## config.mk

```make
export PLATFORM = sky130hd
export DESIGN_NAME = cargador_operandos
export DESIGN_NICKNAME = d
export VERILOG_FILES = /design/src/rtl/cargador_operandos.sv
export SDC_FILE = /design/constraint.sdc
export NUM_CORES = 1
export LEC_CHECK = 0
export BUFFER_PORTS_ARGS = -buffer_cell sky130_fd_sc_hd__buf_2
export CORE_MARGIN = 4
export CORE_UTILIZATION = 43
export CTS_CLUSTER_SIZE = 40
export DETAILED_ROUTE_END_ITERATION = 7
export PLACE_DENSITY_LB_ADDON = 0.15
export SYNTH_ARGS = -nofsm -noshare
export SYNTH_HDL_FRONTEND = slang
export SYNTH_SLANG_ARGS = --single-unit
```

## constraint.sdc

```tcl
create_clock -name clk -period 1.5 [get_ports clk]
set_clock_uncertainty 0.2 [all_clocks]
set_input_delay 0.075 -clock clk [delete_from_list [all_inputs] [get_ports clk]]
set_output_delay 0.075 -clock clk [all_outputs]
set_load 0.05 [all_outputs]
```

## src/rtl/cargador_operandos.sv

```systemverilog
// -----------------------------------------------------------------------------
// cargador_operandos
// Operand-loading stage ahead of the magnitude comparator. Two operands are
// taken in turn from the switches, one per press of a raw push-button. The
// button is synchronised and debounced here, and each debounced press yields
// a one-cycle capture pulse. `valido` is high while a complete A/B pair is
// held.
//
// Ports:
//   clk     in   system clock, rising edge
//   rst     in   synchronous active-high reset
//   sw      in   [WIDTH-1:0] operand switches (asynchronous, stable during press)
//   btn     in   raw push-button, active-high, bouncy, asynchronous
//   A       out  [WIDTH-1:0] registered operand A
//   B       out  [WIDTH-1:0] registered operand B
//   valido  out  high while A/B is a complete, current pair
//   estado  out  [1:0] FSM state: 00 ESPERA_A, 01 ESPERA_B, 10 LISTO
//
// Optional feature (macro CARGADOR_TIMEOUT_EN):
//   When defined, a half-loaded pair is abandoned after TIMEOUT_CYCLES idle
//   cycles in ESPERA_B. A is then cleared and the FSM returns to ESPERA_A.
//   When undefined, ESPERA_B waits indefinitely.
// -----------------------------------------------------------------------------
module cargador_operandos #(
   parameter int unsigned WIDTH           = 3,
   parameter int unsigned DEBOUNCE_CYCLES = 16,
   parameter int unsigned TIMEOUT_CYCLES  = 1024
) (
   input  logic             clk,
   input  logic             rst,
   input  logic [WIDTH-1:0] sw,
   input  logic             btn,
   output logic [WIDTH-1:0] A,
   output logic [WIDTH-1:0] B,
   output logic             valido,
   output logic [1:0]       estado
);

   localparam int unsigned      CNT_W   = (DEBOUNCE_CYCLES > 1) ? $clog2(DEBOUNCE_CYCLES) : 1;
   localparam logic [CNT_W-1:0] CNT_MAX = CNT_W'(DEBOUNCE_CYCLES - 1);

   typedef enum logic [1:0] {
      ESPERA_A = 2'b00,
      ESPERA_B = 2'b01,
      LISTO    = 2'b10
   } estado_t;

   logic             s1_q, s1_d;
   logic             s2_q, s2_d;
   logic             deb_q, deb_d;
   logic             deb_dly_q, deb_dly_d;
   logic [CNT_W-1:0] cnt_q, cnt_d;
   estado_t          estado_q, estado_d;
   logic [WIDTH-1:0] a_q, a_d;
   logic [WIDTH-1:0] b_q, b_d;
   logic             valido_q, valido_d;
   logic             pulsa;

`ifdef CARGADOR_TIMEOUT_EN
   localparam int unsigned     TMO_W   = (TIMEOUT_CYCLES > 1) ? $clog2(TIMEOUT_CYCLES) : 1;
   localparam logic [TMO_W-1:0] TMO_MAX = TMO_W'(TIMEOUT_CYCLES - 1);

   logic [TMO_W-1:0] tmo_q, tmo_d;
`else
   // Timeout is not built; keep the parameter referenced.
   logic tmo_unused;
   assign tmo_unused = |TIMEOUT_CYCLES;
`endif

   always_comb begin
      s1_d      = btn;
      s2_d      = s1_q;
      deb_d     = deb_q;
      cnt_d     = cnt_q;
      deb_dly_d = deb_q;

      // The debounced level follows s2 only after DEBOUNCE_CYCLES consecutive
      // differing samples; any agreeing sample restarts the count.
      if (s2_q == deb_q) begin
         cnt_d = '0;
      end else if (cnt_q == CNT_MAX) begin
         deb_d = s2_q;
         cnt_d = '0;
      end else begin
         cnt_d = cnt_q + 1'b1;
      end

      pulsa = deb_q & ~deb_dly_q;

      estado_d = estado_q;
      a_d      = a_q;
      b_d      = b_q;
      valido_d = valido_q;
`ifdef CARGADOR_TIMEOUT_EN
      tmo_d    = '0;
`endif

      if (pulsa) begin
         case (estado_q)
            ESPERA_A: begin
               a_d      = sw;
               valido_d = 1'b0;
               estado_d = ESPERA_B;
            end
            ESPERA_B: begin
               b_d      = sw;
               valido_d = 1'b1;
               estado_d = LISTO;
            end
            LISTO: begin
               a_d      = sw;
               valido_d = 1'b0;
               estado_d = ESPERA_B;
            end
            default: begin
               valido_d = 1'b0;
               estado_d = ESPERA_A;
            end
         endcase
`ifdef CARGADOR_TIMEOUT_EN
      end else if (estado_q == ESPERA_B) begin
         // Counter is held at zero outside ESPERA_B, so it starts from zero
         // on every entry. A pulse on the expiry edge is handled above.
         if (tmo_q == TMO_MAX) begin
            a_d      = '0;
            valido_d = 1'b0;
            estado_d = ESPERA_A;
         end else begin
            tmo_d = tmo_q + 1'b1;
         end
`endif
      end
   end

   always_ff @(posedge clk) begin
      if (rst) begin
         s1_q      <= 1'b0;
         s2_q      <= 1'b0;
         deb_q     <= 1'b0;
         deb_dly_q <= 1'b0;
         cnt_q     <= '0;
         estado_q  <= ESPERA_A;
         a_q       <= '0;
         b_q       <= '0;
         valido_q  <= 1'b0;
`ifdef CARGADOR_TIMEOUT_EN
         tmo_q     <= '0;
`endif
      end else begin
         s1_q      <= s1_d;
         s2_q      <= s2_d;
         deb_q     <= deb_d;
         deb_dly_q <= deb_dly_d;
         cnt_q     <= cnt_d;
         estado_q  <= estado_d;
         a_q       <= a_d;
         b_q       <= b_d;
         valido_q  <= valido_d;
`ifdef CARGADOR_TIMEOUT_EN
         tmo_q     <= tmo_d;
`endif
      end
   end

   assign A      = a_q;
   assign B      = b_q;
   assign valido = valido_q;
   assign estado = estado_q;

endmodule

```

After elaboration in Yosys (flattened, before gate mapping)

Index checks and enable logic that the tools add are counted.
Widths: inputs -> output; s select.

Register bits after elaboration: 17
Output and inout bits: 9

Add/subtract/negate cells: 1
Equality and inequality tests: 4
Mux-type cells: 2
Bitwise gates (word level): 3
Reductions and logical operators: 6

Operator list:

| operator            | count |
|---|---|
| $reduce_and 2->1    | 3 |
| $add 4x1->4 const B | 1 |
| $eq 4x4->1 const B  | 1 |
| $pmux 2 s2          | 1 |
| $reduce_or 3->1     | 1 |
| $eq 2x1->1 const B  | 1 |
| $eq 2x2->1 const B  | 1 |
| $logic_not 2->1     | 1 |
| $not 1->1           | 2 |
| $reduce_or 2->1     | 1 |
| $and 1x1->1         | 1 |
| $eq 1x1->1          | 1 |
| $mux 1              | 1 |

Depth between registers and ports, before layout

Gate-level depths: netlist of the first run.

Depth in word-level cells: 3
Mapped depth: 4
Mapped depth without buffers: 4

Worst setup path before layout of the first run

Ideal clock, no wire load.

Path kind: reg2reg
From: register estado_q[0] (netlist: estado[0])
To: register b_q[0] (netlist: B[0])
Library setup time: 0.128 ns
Arrival: 1.288 ns
Required time: 1.172 ns
Setup slack: -0.116 ns
Stages on the path, launching flop included: 4
Period minus slack after synthesis: 1.616 ns
Cell sequence: dfxtp_1 -> and4bb_2 -> mux2i_1 -> nor2_1

Word-level cells in the longest chain between the ends: 2

RTL lines:

| element                    | line | source |
|---|---|---|
| from (decl)                | 53   | `estado_t estado_q, estado_d;` |
| from (signal assigned)     | 155  | `estado_q <= estado_d;` |
| $eq 2x1->1                 | 99   | `case (estado_q)` |
| $reduce_and 2->1 (no line) | -    |  |
| to (signal assigned)       | 144  | `b_q <= '0;` |
| to (signal assigned)       | 157  | `b_q <= b_d;` |
| to (decl)                  | 55   | `logic [WIDTH-1:0] b_q, b_d;` |

Every way passes these cells.
A chain may end at the register's enable or synchronous reset.

Worst setup path in the final report of the first run

From: register cnt_q[0]
To: register cnt_q[2]

Word-level cells in the longest chain between the ends: 2
Elaborated cells between the ends (all ways): 3
Classes of those cells: 1 x add/sub; 1 x eq/ne; 1 x reduce/logical

RTL lines:

| element                                             | line | source |
|---|---|---|
| from (decl)                                         | 52   | `logic [CNT_W-1:0] cnt_q, cnt_d;` |
| from (signal assigned)                              | 154  | `cnt_q <= cnt_d;` |
| branches (longest 2 deep; another with $add 4x1->4) | -    |  |

Several ways; the timed one is not identified.

==> qor.csv, run 1 <==
metric,value,unit
p_leak,0.315,nW
dp.cells,83,
grt_pass1_vias,418,
yosysSeqAreaShare,0.557,
rows,12,
powerDensity,965,nW/µm²
nets,87,
setup_ws,52.8,ps
worst_ep_arrival_time,1460,ps
clk-insertion-delay-late,280,ps
clock_sinks,16,
top_layer,met4,
power.total,734,µW
final_cells,93,
gr-total-overflow,0,
vias_per_cell,4.75,
fin_crit_sh,0.965,
clkPwrFrac,0.373,
fp.dieH,44.6,µm
slew_viol_final,0,
synth.distinct_cells,19,
numPortBuffers,14,
end_kind,register,
antenna_cells,0,
final_cell_mix,"dfxtp_1 (14), buf_2 (13), nor2_1 (10), dlygate4sd3_1 (6)",
synth.avg_cell_area,10.1,µm²
routed-wl-met3,73,µm
p_seq_frac,0.585,
drt_pass1_iterations,4,
start_util,0.485,
cts.htree.levels,1,
gp_routability_congestion,0.666,
final-hold-violation-count,0,
slew_headroom,0.789,
wl_met2,431,µm
cp_max_fo,4,
layout_commonest_cell,dfxtp_1,
hpwl,693,µm
drtIter0Drc,2,
grt_pass1_wl,1770,µm
post_route_cells_drive_above_1_share,0.304,
die-area,1990,µm²
wl_met1,482,µm
clk_pin_slew,80,ps
peakVddDrop,0.533,mV
fmax,691,MHz
core,1190,µm²
outcome,finished clean,
crit_chain,"ha_2, and3_4, or3_4, nor2_1",
required,1520,ps
critical-path-max-stage-delay,380,ps
critPathLaunch,cnt_q[0],
p_int,595,µW
antenna_left,0,
pre_cts_slack,-0.578,ps
wl,998,µm
syn_inst,57,
hold_slack,225,ps
syn_nets,64,
routedWlPerCell,10.7,µm
ctsRootBufferMaster,clkbuf_4,
drc,0,
worstSetupPathType,register to register,
cts_tree,done,
crit_end,cnt_q[2],
ys_ff_latch,16,
worst-slew-pin-transition,316,ps
ioPinCount,15,
syn_area,576,µm²
final-setup-viol-count,0,
antenna_found_initial,0,
r2r-start,cnt_q[0],
post-cts-setup-buffers,0,
synthesis.yosys.warnings,0,
num-fill-cells,105,
cts_buffers,3,
r2r_slack,50,ps
hold_path_class,register to register,
fin_crit,1450,ps
grt_max_degree,14,
power_switching,139,µW
die_w,44.6,µm
tns,0,ps
p_comb_frac,0.042,
crit_slowest_cell,or3_4,
clk_path_buf_depth,2,
sw_frac_of_total,0.190,
vias,442,
critPathLaunchType,register,
track_usage,0.122,
r2r-end,cnt_q[2],
rsz0062_at_grt,false,
maxCapViolations,0,
reg2regPathDepth,4,
area_delta_synth_final,32.2,%
cells by family after synthesis:
| group | Yosys count | share of synthesized area |
|---|---|---|
| buffers and inverters | 3 | 0.0261 |
| multiplexers | 4 | 0.0696 |
| AND/OR/NAND/NOR | 22 | 0.204 |
| adder cells (fa/ha/maj) | 1 | 0.0217 |
| flip-flops | 16 | 0.557 |
| AO/OA/AOI/OAI | 7 | 0.0609 |
| XOR/XNOR | 4 | 0.0609 |
worst max-delay path: cells and delay by family, from the launching register on:
family,cells,cell delay [ps]
adder cells (fa/ha/maj),1,190
AND/OR/NAND/NOR,3,660
flip-flops,1,340
how the worst min path moves through the flow:
| stage | from | endpoint | slack [ps] | cells after the start |
|---|---|---|---|---|
| 2_1_floorplan | rst | s1_q | -50 | 1 |
| 3_3_place_gp | btn | s1_q | 90 | 2 |
| 3_5_place_dp | btn | s1_q | 100 | 2 |
| 4_1_cts | cnt_q[0] | cnt_q[0] | 230 | 1 |
| 5_1_grt | cnt_q[0] | cnt_q[0] | 250 | 1 |
| 6_report | cnt_q[0] | cnt_q[0] | 230 | 1 |
Yosys cell counts, drive strengths merged:
cell type | n | area, µm²
mux2i | 4 | 40.0
o21ai | 3 | 15.0
nor2b | 3 | 18.8
or3 | 1 | 11.3
clkbuf | 1 | 3.75
inv | 1 | 3.75
and4bb | 1 | 12.5
a21oi | 4 | 20.0
nor3b | 1 | 7.51
and3 | 1 | 6.26
xnor2 | 2 | 17.5
nand3 | 1 | 5.00
xor2 | 2 | 17.5
or2b | 1 | 7.51
buf | 1 | 7.51
nand2 | 3 | 11.3
nor2 | 10 | 37.5
dfxtp | 16 | 320
ha | 1 | 12.5
routing by layer:
layer	vias up	track usage
li1	233	-
met5	-	0
met4	0	0.0723
met1	194	0.160
met2	13	0.175
met3	2	0.0366
power groups by stage:
stage	Combinational [mW]	Sequential (mW)	Clock [mW]
after global placement	0.0179	0.439	0
after CTS	0.0300	0.429	0.290
after detailed placement	0.0181	0.439	0
after global routing	0.0343	0.430	0.309
final	0.0310	0.429	0.273
after floorplan	0.00836	0.439	0
registers in the layout, indices dropped and copies added (netlist names):
| signal | cells |
|---|---|
| s2_q | 1 |
| estado | 2 |
| cnt_q | 4 |
| s1_q | 1 |
| A | 3 |
| deb_dly_d | 1 |
| deb_dly_q | 1 |
| B | 3 |
per-stage QoR:
| stage | area (µm²) | util |
|---|---|---|
| finish | 761 | 0.641 |
| global route | 761 | 0.641 |
| CTS | 756 | 0.637 |
| detailed placement | 653 | 0.551 |
| global placement | 653 | 0.551 |
| floorplan | 577 | - |
final cells by class:
class	instances	area (µm²)	area share
clock buffers	4	36.3	0.0477
multi-input cells	38	248	0.326
inverters	1	3.75	0.00493
well taps	14	17.5	0.0230
repair buffers	20	133	0.174
flip-flops and latches	16	323	0.424
repair_timing:
item | CTS | global route
pin swaps | 0 | 0
hold buffers | 6 | 0
hold endpoints to repair | 12 | 0
resized for setup | 2 | 3
endpoints found under the setup margin | 2 | 5
No activity file was read; power rests on OpenSTA's default activity.
==> run 2: changes to the inputs <==
--- a/config.mk
+++ b/config.mk
@@ -7,10 +7,11 @@
 export LEC_CHECK = 0
 export BUFFER_PORTS_ARGS = -buffer_cell sky130_fd_sc_hd__buf_2
 export CORE_MARGIN = 4
-export CORE_UTILIZATION = 43
+export CORE_UTILIZATION = 40
 export CTS_CLUSTER_SIZE = 40
 export DETAILED_ROUTE_END_ITERATION = 7
 export PLACE_DENSITY_LB_ADDON = 0.15
+export REMOVE_ABC_BUFFERS = 1
 export SYNTH_ARGS = -nofsm -noshare
 export SYNTH_HDL_FRONTEND = slang
 export SYNTH_SLANG_ARGS = --single-unit
==> qor.csv, run 2 (same netlist as run 1, synthesis figures left out) <==
metric,value,unit
outcome,finished clean,
slew_viol_final,0,
gp_routability_congestion,0.645,
final_util,0.573,
p_leak,0.316,nW
antenna_cells,0,
hold-path-cell-count,1,
drc,0,
dp.cells,85,
r2r-end,cnt_q[2],
cts_tree,done,
drt_pass1_iterations,5,
core,1330,µm²
power.total,678,µW
clk_path_buf_depth,2,
largest_reg_flops,4,
rows,13,
hpwl,709,µm
grt_pass1_vias,404,
numPortBuffers,14,
fin_crit,1440,ps
peakVddDrop,0.645,mV
fp.dieH,45.9,µm
worst_ep_arrival_time,1470,ps
post-cts-setup-buffers,0,
end_kind,register,
cts.htree.levels,1,
clk_pin_slew,80,ps
vias,437,
slew_headroom,0.733,
grt_max_degree,12,
die_w,45.9,µm
cp_max_fo,4,
hold_end,cnt_q[0],
clk-insertion-delay-late,280,ps
r2r-start,cnt_q[0],
final_cells,95,
fin_crit_sh,0.961,
setup_ws,58.0,ps
r2r_slack,60,ps
required,1530,ps
start_util,0.432,
hold_path.startpoint,cnt_q[0],
layout_commonest_cell,dfxtp_1,
final-hold-violation-count,0,
worst-slew-pin-transition,400,ps
hold_slack,217,ps
rsz0062_at_grt,false,
multiInputGateArea,250,µm²
hold_path_class,register to register,
fmax,693,MHz
area_delta_synth_final,32.8,%
gr-total-overflow,0,
ctsRootBufferMaster,clkbuf_4,
wl,1020,µm
maxCapViolations,0,
critPathLaunchType,register,
num-fill-cells,133,
clock_sinks,16,
drtIter0Drc,9,
die-area,2110,µm²
final_cell_mix,"dfxtp_1 (15), buf_2 (14), nor2_1 (9), dlygate4sd3_1 (7)",
track_usage,0.123,
antenna_left,0,
pre_cts_slack,30.5,ps
ioPinCount,15,
antenna_found_initial,0,
post_route_cells_drive_above_1_share,0.300,
nets,89,
top_register,cnt_q,
cts_buffers,3,
worstSetupPathType,register to register,
routedWlPerCell,10.8,µm
final-setup-viol-count,0,
powerDensity,886,nW/µm²
grt_pass1_wl,1800,µm
seq_area,322,µm²
vias_per_cell,4.60,
reg2regPathDepth,4,
-- run 2: worst max-delay path, cell delays in order (launching register included) --
cell and delay [ps]:
dfxtp_2 330, ha_2 180, and3_4 170, or3_4 400
nor2_2 100
-- run 2: power breakdown --
group          leakage [nW]  internal, mW  switching [mW]
Combinational         0.172        0.0218          0.0127
Clock                0.0138        0.0933           0.121
Sequential            0.130         0.428         0.00148
-- run 2: worst max-delay path by stage --
stage / startpoint / to / slack [ps] / cells past startpoint
floorplan: estado[1] / B[0] / -290 / 3
global placement: cnt_q[0] / cnt_q[3] / 30 / 4
detailed placement: cnt_q[0] / cnt_q[2] / 30 / 4
CTS: cnt_q[0] / cnt_q[2] / 8 / 4
global route: cnt_q[0] / cnt_q[2] / 7 / 4
finish: cnt_q[0] / cnt_q[2] / 60 / 4
-- run 2: metrics by stage --
step | area, µm² | setup TNS, ps
after floorplan | 564 | -1120
after global placement | 661 | 0
after detailed placement | 661 | 0
after CTS | 753 | 0
after global routing | 764 | 0
final | 764 | 0
-- run 2: cell type report --
cell class                 instances  area share
tap                               15      0.0245
clock buffer                       3      0.0295
inverter                           1     0.00491
sequential                        16       0.421
timing repair buffer              22       0.193
multi-input combinational         38       0.327
-- run 2: repair_timing --
| action | CTS | global route |
|---|---|---|
| gates resized for setup | 0 | 4 |
| hold endpoints to repair | 16 | 0 |
| endpoints found under the setup margin | 0 | 3 |
| hold buffers | 7 | 0 |
-- run 2: per-layer routing --
metal | track usage | vias to the layer above | routed length (µm)
li1 | - | 234 | -
met1 | 0.173 | 184 | 509
met2 | 0.148 | 16 | 414
met3 | 0.0711 | 3 | 87
met4 | 0.0511 | 0 | 11
met5 | 0 | - | 0
==> run 3: changes to the inputs <==
--- a/config.mk
+++ b/config.mk
@@ -10,7 +10,7 @@
 export CORE_UTILIZATION = 40
 export CTS_CLUSTER_SIZE = 40
 export DETAILED_ROUTE_END_ITERATION = 7
-export PLACE_DENSITY_LB_ADDON = 0.15
+export PLACE_DENSITY_LB_ADDON = 0.3
 export REMOVE_ABC_BUFFERS = 1
 export SYNTH_ARGS = -nofsm -noshare
 export SYNTH_HDL_FRONTEND = slang
==> qor.csv, run 3 (same netlist as run 1, synthesis figures left out) <==
metric,value,unit
critical-path-max-stage-delay,360,ps
grt_pass1_wl,1790,µm
pre_cts_slack,25.3,ps
hold_slack,215,ps
crit_slowest_cell,or3_4,
clk_path_buf_depth,2,
maxCapViolations,0,
cts_buffers,3,
antenna_left,0,
final_cells,95,
post-cts-setup-buffers,0,
reg2regPathDepth,4,
vias,436,
area_delta_synth_final,32.6,%
antenna_found_initial,0,
layout_commonest_cell,dfxtp_1,
fin_crit,1440,ps
track_usage,0.124,
nets,88,
final-setup-viol-count,0,
powerDensity,967,nW/µm²
tns,0,ps
grt_pass1_vias,410,
cts.htree.levels,1,
worstSetupPathType,register to register,
core,1330,µm²
clk_pin_slew,90,ps
p_leak,0.325,nW
crit_chain,"ha_1, and3_1, or3_4, nor2_2",
gr-total-overflow,0,
setup_ws,62.0,ps
required,1530,ps
peakVddDrop,0.667,mV
rows,13,
slew_viol_final,0,
fin_crit_sh,0.959,
die-area,2110,µm²
end_kind,register,
clk-insertion-delay-late,280,ps
grt_max_degree,14,
ioPinCount,15,
worst_ep_arrival_time,1470,ps
drtIter0Drc,3,
gp_routability_congestion,0.636,
cts_tree,done,
critPathLaunch,cnt_q[0],
numPortBuffers,14,
ctsRootBufferMaster,clkbuf_4,
largest_reg_flops,4,
worst-slew-pin-transition,359,ps
cp_max_fo,4,
final-hold-violation-count,0,
hold_path_class,register to register,
drc,0,
routedWlPerCell,10.8,µm
r2r-end,cnt_q[3],
critPathLaunchType,register,
path_depth,4,
rsz0062_at_grt,true,
start_util,0.432,
wl,1020,µm
vias_per_cell,4.59,
fmax,695,MHz
fp.dieH,45.9,µm
slew_headroom,0.760,
hpwl,689,µm
crit_end,cnt_q[3],
final_cell_mix,"dfxtp_1 (15), buf_2 (13), nor2_1 (9), dlygate4sd3_1 (6)",
post_route_cells_drive_above_1_share,0.288,
r2r_slack,60,ps
timing.critical_path.buf_inv,0,
cp_top_family,simple AND/OR/NAND/NOR gates,
outcome,finished clean,
dp.cells,85,
clock_sinks,16,
top_register,cnt_q,
drt_pass1_iterations,4,
r2r-start,cnt_q[0],
die_w,45.9,µm
antenna_cells,0,
-- run 3: cell count changes in the layout (fill, tap and decap cells not counted), sizes merged --
cell         before  now
clkbuf            3    4
dlygate4sd3       7    6
-- run 3: power breakdown --
| group | total (mW) | leakage (nW) | switching [mW] | internal (mW) |
|---|---|---|---|---|
| logic | 0.0306 | 0.174 | 0.0114 | 0.0193 |
| clock network | 0.278 | 0.0210 | 0.130 | 0.148 |
| registers | 0.429 | 0.130 | 0.00146 | 0.428 |
| total | 0.738 | 0.325 | 0.143 | 0.595 |
-- run 3: stage by stage --
step,instance area [µm²],power [mW],utilization
2_1_floorplan,564,0.444,-
3_3_place_gp,661,0.457,0.495
3_5_place_dp,661,0.457,0.495
4_1_cts,757,0.745,0.568
5_1_grt,763,0.769,0.572
6_report,763,0.738,0.572
-- run 3: worst min-delay path by stage --
| stage | startpoint | endpoint | slack (ps) | cells after the start |
|---|---|---|---|---|
| finish | cnt_q[0] | cnt_q[0] | 210 | 1 |
| floorplan | rst | A[0] | -60 | 1 |
| detailed placement | btn | s1_q | 100 | 2 |
| CTS | cnt_q[0] | cnt_q[0] | 250 | 1 |
| global placement | btn | s1_q | 80 | 2 |
| global route | cnt_q[0] | cnt_q[0] | 230 | 1 |
-- run 3: cell type report --
class                   count  area (µm²)
fillers                   127         571
well taps                  15        18.8
inverters                   1        3.75
clock buffers               4        36.3
repair buffers             21         140
multi-input cells          38         243
flip-flops and latches     16         322
-- run 3: per-layer routing --
metal,up-vias,GRT usage,part of all wire
met5,-,0,0
met2,15,0.190,0.44
li1,233,-,-
met1,186,0.145,0.47
met4,0,0.0511,0.0098
met3,2,0.0632,0.083
-- run 3: worst reg2reg max path: stages (launching register included) --
cell     delay, ps
dfxtp_2        340
ha_1           210
and3_1         190
or3_4          360
nor2_2         100
-- run 3: timing repair --
item / 4_1_cts / 5_1_grt
hold buffers: 6 / 0
endpoints found under the setup margin: 0 / 5
endpoints found under the hold margin: 12 / 0
resized for setup: 0 / 4
